[src/rtl/serial_comp_pkg.sv]
// Shared definitions for the bit-serial magnitude comparator:
// FSM state encoding and the number of operand bits handled per cycle.
package serial_comp_pkg;

  // Operand bits compared in one RUN cycle.
  localparam int SLICE_W = 2;

  // Controller states; exported on the debug port as a 2-bit code.
  typedef enum logic [1:0] {
    ST_IDLE = 2'd0,
    ST_RUN  = 2'd1,
    ST_DONE = 2'd2
  } state_t;

endpackage

[src/rtl/cmp_slice.sv]
// One step of an MSB-first magnitude compare.
// It folds one 2-bit slice into the running equal/greater flags.
// "Greater" can only be set while every higher slice has matched so far.
module cmp_slice
  import serial_comp_pkg::*;
(
  input  logic               eq_in,
  input  logic               gt_in,
  input  logic [SLICE_W-1:0] a,
  input  logic [SLICE_W-1:0] b,
  output logic               eq_out,
  output logic               gt_out
);

  assign eq_out = eq_in & (a == b);
  assign gt_out = gt_in | (eq_in & (a > b));

endmodule

[src/rtl/serial_comp.sv]
// Bit-serial comparator. It walks the operands two bits per cycle, starting at
// the MSB, and reports exactly one of gt/eq/lt.
//
// Handshake: a request is accepted on a rising clock edge where start=1 and
// ready=1. The operands and is_signed are captured at that edge. ready is high
// only in IDLE, so start is ignored while a compare is in flight.
// result_valid is high for the single DONE cycle. gt/eq/lt keep their value
// until the next compare completes.
//
// WIDTH must be even and >= 4.
// With EARLY_EXIT=1 the scan stops at the first slice that differs.
module serial_comp
  import serial_comp_pkg::*;
#(
  parameter int WIDTH      = 32,
  parameter bit EARLY_EXIT = 1'b1
) (
  input  logic             clock,
  input  logic             reset_n,
  input  logic             start,
  input  logic             is_signed,
  input  logic [WIDTH-1:0] data_a,
  input  logic [WIDTH-1:0] data_b,
  output logic             ready,
  output logic             result_valid,
  output logic             gt,
  output logic             eq,
  output logic             lt,
  output logic [1:0]       state_dbg
);

  localparam int N_SLICES = WIDTH / SLICE_W;
  localparam int IDX_W    = (N_SLICES > 1) ? $clog2(N_SLICES) : 1;
  localparam logic [IDX_W-1:0] IDX_TOP = IDX_W'(N_SLICES - 1);

  state_t             state;
  state_t             state_next;
  logic [WIDTH-1:0]   a_q;
  logic [WIDTH-1:0]   b_q;
  logic               signed_q;
  logic               eq_acc;
  logic               gt_acc;
  logic [IDX_W-1:0]   idx;
  logic               gt_q;
  logic               eq_q;
  logic               lt_q;

  logic [WIDTH-1:0]   a_map;
  logic [WIDTH-1:0]   b_map;
  logic [SLICE_W-1:0] a_k;
  logic [SLICE_W-1:0] b_k;
  logic               eq_out;
  logic               gt_out;
  logic               last_slice;

  // Flipping the sign bit maps two's complement onto offset binary.
  // After that, a signed compare is the same as an unsigned compare.
  // Only the top slice contains the sign bit, so only that slice changes.
  assign a_map = {a_q[WIDTH-1] ^ signed_q, a_q[WIDTH-2:0]};
  assign b_map = {b_q[WIDTH-1] ^ signed_q, b_q[WIDTH-2:0]};
  assign a_k   = a_map[SLICE_W*int'(idx) +: SLICE_W];
  assign b_k   = b_map[SLICE_W*int'(idx) +: SLICE_W];

  cmp_slice u_cmp_slice (
    .eq_in  (eq_acc),
    .gt_in  (gt_acc),
    .a      (a_k),
    .b      (b_k),
    .eq_out (eq_out),
    .gt_out (gt_out)
  );

  // The scan ends at slice 0.
  // With EARLY_EXIT, it also ends as soon as the running equality drops.
  assign last_slice = (idx == '0) || (EARLY_EXIT && !eq_out);

  // Next-state logic for the IDLE -> RUN -> DONE -> IDLE sequence.
  always_comb begin
    state_next = state;
    case (state)
      ST_IDLE: if (start)      state_next = ST_RUN;
      ST_RUN:  if (last_slice) state_next = ST_DONE;
      ST_DONE:                 state_next = ST_IDLE;
      default:                 state_next = ST_IDLE;
    endcase
  end

  // All state lives in this block: the FSM register, the captured operands,
  // the accumulators, the slice index and the result flags.
  always_ff @(posedge clock or negedge reset_n) begin
    if (!reset_n) begin
      state    <= ST_IDLE;
      a_q      <= '0;
      b_q      <= '0;
      signed_q <= 1'b0;
      eq_acc   <= 1'b1;
      gt_acc   <= 1'b0;
      idx      <= '0;
      gt_q     <= 1'b0;
      eq_q     <= 1'b0;
      lt_q     <= 1'b0;
    end else begin
      state <= state_next;
      case (state)
        ST_IDLE: begin
          if (start) begin
            a_q      <= data_a;
            b_q      <= data_b;
            signed_q <= is_signed;
            eq_acc   <= 1'b1;
            gt_acc   <= 1'b0;
            idx      <= IDX_TOP;
          end
        end
        ST_RUN: begin
          eq_acc <= eq_out;
          gt_acc <= gt_out;
          if (last_slice) begin
            gt_q <= gt_out;
            eq_q <= eq_out;
            lt_q <= !gt_out && !eq_out;
          end else begin
            idx <= idx - IDX_W'(1);
          end
        end
        default: ;
      endcase
    end
  end

  assign ready        = (state == ST_IDLE);
  assign result_valid = (state == ST_DONE);
  assign gt           = gt_q;
  assign eq           = eq_q;
  assign lt           = lt_q;
  assign state_dbg    = state;

endmodule
[config.mk]
export PLATFORM = sky130hd
export DESIGN_NAME = serial_comp
export DESIGN_NICKNAME = d
export VERILOG_FILES = /design/src/rtl/serial_comp_pkg.sv /design/src/rtl/cmp_slice.sv /design/src/rtl/serial_comp.sv
export SDC_FILE = /design/constraint.sdc
export NUM_CORES = 1
export LEC_CHECK = 0
export BUFFER_PORTS_ARGS = -buffer_cell sky130_fd_sc_hd__buf_4
export CORE_MARGIN = 5
export CORE_UTILIZATION = 59
export DETAILED_ROUTE_END_ITERATION = 7
export GPL_ROUTABILITY_DRIVEN = 0
export PLACE_DENSITY = 0.84
export REMOVE_ABC_BUFFERS = 1
export SLEW_MARGIN = 20
export SYNTH_ARGS = -nofsm -noshare
export SYNTH_HDL_FRONTEND = slang
export SYNTH_SLANG_ARGS = --single-unit
[constraint.sdc]
create_clock -name clock -period 7.3 [get_ports clock]
set_input_delay 0.365 -clock clock [delete_from_list [all_inputs] [get_ports clock]]
set_output_delay 0.365 -clock clock [all_outputs]
set_load 0.1 [all_outputs]
# After elaboration in Yosys (flattened, before gate mapping)
# Cells that the tools add are included.
# totals
regBits	76
inputBits	68
out_inout_bits	7
wordCells	47
# op_classes
addsub	1
order_cmp	1
eq_ne	6
shifts	2
n_mux	10
bitwise	5
n_reduce_logical	12
# ops
operator	count
32-bit by 6-bit variable part select with 2-bit output	2
4-bit two-way mux	2
4-bit one-hot mux with 2 select lines	1
2-bit AND reduction	4
2-bit inequality test, second input constant	3
4-bit zero test	1
2-bit two-way mux	2
1-bit one-hot mux with 2 select lines	2
2-bit one-hot mux with 2 select lines	1
4-bit by 1-bit subtractor with 4-bit output, second input constant	1
3-bit AND reduction	1
1-bit bitwise AND	2
2-bit by 1-bit equality test with 1-bit output, second input constant	1
2-bit equality test	1
2-bit equality test, second input constant	1
2-bit greater-than comparator	1
1-bit zero test	2
2-bit zero test	1
1-bit two-way mux	2
2-bit nonzero test	1
1-bit bitwise XOR	2
1-bit logical AND	1
1-bit logical OR	1
1-bit OR	1

# Longest topological paths before layout
# logic_depth
ltp_word	8
ltp_mapped	11
depth_no_buf	9

# By module
# A second synthesis with hierarchy kept.
# hier_totals
hier_cells	400
hier_area_um2	3588.4
# modules_own_cells
module	n_inst	cells_each	area_per_inst_um2	seq_area_each_um2
serial_comp	1	390	3517.1	1903.1
cmp_slice	1	10	71.3	0.0

# Worst setup path before layout
# Ideal clock, no wire load.
# synth_timing
path_type	reg2out
from	register state[1] (netlist: state_dbg[1])
to	output port result_valid
arrival_ns	2.386
t_required_ns	6.935
path_slack_ns	4.549
stages_incl_launch_ff	2
path_buffers	0
cell_sequence	dfrtp_1 > nor2b_1
# synth_between
elab_chain_len	1
# synth_lines
item	line	rtl
start, declared	serial_comp.sv:36	state_t state;
start signal, assigned	serial_comp.sv:103	state <= state_next;
2-bit equality test	serial_comp.sv:132	assign result_valid = (state == ST_DONE);
end, declared	serial_comp.sv:25	output logic result_valid,
# Every way passes these cells.

# Worst setup path after layout
# layout_timing
from	register idx[0]
to	register idx[2]
# layout_between
elab_chain_len	7
elab_cells_between_ends	12
cone_classes	add/sub: 1; eq/ne: 2; shift: 2; mux: 2; bitwise: 1; reduce/logical: 4
# layout_lines
item	line	rtl
start, declared	serial_comp.sv:43	logic [IDX_W-1:0] idx;
start signal, assigned	serial_comp.sv:123	idx <= idx - IDX_W'(1);
32-bit by 6-bit variable part select with 2-bit output (on tied branches)	serial_comp.sv:61, serial_comp.sv:62	
2-bit equality test	cmp_slice.sv:15	assign eq_out = eq_in & (a == b);
1-bit bitwise AND	cmp_slice.sv:15	
1-bit zero test	serial_comp.sv:75	assign last_slice = (idx == '0) || (EARLY_EXIT && !eq_out);
1-bit logical OR	serial_comp.sv:75	
2-bit inequality test (no line)	--	
3-bit AND reduction (no line)	--	
# Parallel ways exist; a longest one is shown, timed or not. The select of a mux whose other input is x is not followed.
# A chain may end at the register's enable or synchronous reset.

==> run summary <==
FF-to-FF path depth: 8
kind of critical path: reg2reg
I/O Buffers: 74
clock insertion delay at the later pin of the skew report: 0.35 ns
first-pass iteration count of the detailed router: 4
share of cells above drive strength 1: 0.539
Req. time, crit path: 7.57 ns
Core Region: 5890 sq um
CTS clk-pin slew, worst paths: 0.07 ns
HP Class: in2async
Nets: 385
CP startpoint kind: flip-flop
simple-gate portion of the synthesized area: 0.0438
cell breakdown of the critical path: mux4_1 > nor2_1 > o21ai_0 > ha_1 > nand3_1 > a211oi_4 > a211oi_1 > a31oi_1
starting density of the core: 0.607
delay-heaviest family, CP: flip-flops
cell count after synthesis: 241
Netlist Area Pre-Place: 3570 sq um
gr ovfl total: 0
DR vias: 2,247
Iteration-0 DRC Markers: 123
Die Y: 87.8 um
via density per instance: 5.70
main combinational cell family by area after synthesis: multiplexers
status: complete, no violations
Synth-to-Final Area Change: 21.7%
Final Slew Violations: 0
crit end category: flip-flop
cts-stage hold buffer count: 0
Slowest-stage cell, CP: dfrtp_1
#FFs+latches synth: 76
compound-cell area share of the yosys netlist: 0.0533
Async SR Flop Fraction: 1.00
synth unique cells: 37
Sink Count: 76
Final TNS setup: 0 ns
area leader, netlist: dfrtp_1
Antenna Cells: 0
Post-Synth Adder-Cell Area: 0.0105
Rows: 28
Final Hold Vio Count: 0
Mapped Avg Cell Area: 14.8 sq um
initial antenna violation count: 0
Clock Tree Buf Depth: 2
r2r setup slk: 4.09 ns
mux contribution to synthesized area: 0.315
Seq/Total Area, Yosys: 0.533
Lkg Pwr: 1.97 nW
maximum vdd drop: 0.000389 V
PD cells: 447 nW/um^2
max-cap violation count: 0
ys flop type: dfrtp_1
WP buf/inv: 0
Crit Path Max Fanout: 21
leading cell types in the layout, fill and taps excluded: dfrtp_1, buf_4, mux2_2
DRC Markers: 0
Post-Route WL: 6910 um
total global-route track usage: 0.201
R2R Path End: idx[2]
Worst Tran Pin Value: 0.931 ns
YS warnings: 0
post-route antenna net violation count: 0
number of flops mapped to enable cells by yosys: 0
Yosys top cell area share: 0.526
Post-Place Setup Slack: 4.18 ns
hpwl dp: 4840 um
Slew headroom: 0.379
RSZ-0062 raised after global routing: no
Largest stage delay, worst path: 0.96 ns
max frequency: 0.312 GHz
global-route wire length before repair: 11,500 um
Clock Root Buffer: clkbuf_8
CTS Buf Count: 9
vias in the first global route: 2,358
Resized Gates After CTS: 0
TritonCTS clock tree: done
Synth area leaders: dfrtp_1, mux2_2, mux4_1
r2r startpoint: idx[0]
die area: 7710 sq um
Tmin final: 3.21 ns
Setup Buffers After CTS: 0
CP Depth: 8
Synth Area in XOR/XNOR: 0.00491
I/O Pins: 75
Clock Skews: 0.00482 ns
ratio of final minimum period to clock period: 0.439
WP data arrival: 3.48 ns
wire per inst: 17.5 um
worst setup margin: 4.09 ns
die extent in x: 87.8 um
Setup-failing EPs final: 0
largest net degree at the start of global routing: 77
H-tree depth: 3
==> where the power goes <==
part	total [mW]	internal (mW)	switching, mW
Clock	0.367	0.221	0.147
Sequential	0.774	0.631	0.143
Combinational	0.802	0.418	0.384
Total	1.94	1.27	0.674
==> Yosys cell counts, drive strengths merged, types with 2 or more instances <==
cell type  instances
mux4              12
xor2               2
a22oi              3
o21ai              7
inv                4
a211oi             3
ha                 3
nand2              7
mux2i              4
nor2b              3
nand2b             4
o21a               2
mux2              70
a21oi              3
nor3               2
nor2               7
buf               12
a31oi              3
dfrtp             75
nand3              5
==> registers in the layout, summed over array words and instances (netlist names), 2 cells and up <==
name       flops
idx            4
b_q           32
state_dbg      2
a_q           32
==> metrics by stage <==
stage | cells | power (mW) | hold slack, ns | util | instance area (sq um)
final | 394 | 1.94 | 0.137 | 0.738 | 4340
after global routing | 394 | 2.06 | 0.223 | 0.738 | 4340
after CTS | 394 | 1.96 | 0.181 | 0.738 | 4340
after detailed placement | 378 | 1.58 | 0.489 | 0.698 | 4110
after global placement | 378 | 1.54 | 0.483 | 0.698 | 4110
after floorplan | 228 | 1.38 | 0.0694 | - | 3440
==> worst max-delay path by stage <==
stage | startpoint | endpoint | slack [ns]
after floorplan | state_dbg[1] | a_q[0] | 3.95
after global placement | idx[0] | idx[2] | 4.29
after detailed placement | idx[0] | idx[3] | 4.18
after CTS | idx[0] | gt | 4.14
after global routing | idx[0] | idx[3] | 3.83
final | idx[0] | idx[2] | 4.09
==> layout make-up <==
| type | count | area, sq um |
|---|---|---|
| multi-input cells | 148 | 1530 |
| fillers | 395 | 1540 |
| clock inverters | 3 | 67.6 |
| well taps | 75 | 93.8 |
| inverters | 4 | 15.0 |
| repair buffers | 75 | 563 |
| flip-flops and latches | 76 | 1900 |
| clock buffers | 13 | 169 |
==> metal layers <==
metal,GRT usage,vias to the layer above,share of wire
met5,0,-,0
met4,0.0879,0,0.018
met3,0.0536,15,0.075
met2,0.320,77,0.49
met1,0.262,1111,0.42
li1,-,1044,-
==> cells by family after synthesis <==
| family | Yosys count |
|---|---|
| buffers and inverters | 17 |
| multiplexers | 86 |
| AO/OA/AOI/OAI | 27 |
| AND/OR/NAND/NOR | 30 |
| adder cells (fa/ha/maj) | 3 |
| XOR/XNOR | 2 |
| flip-flops | 76 |
No activity file was read; power rests on OpenSTA's default activity.
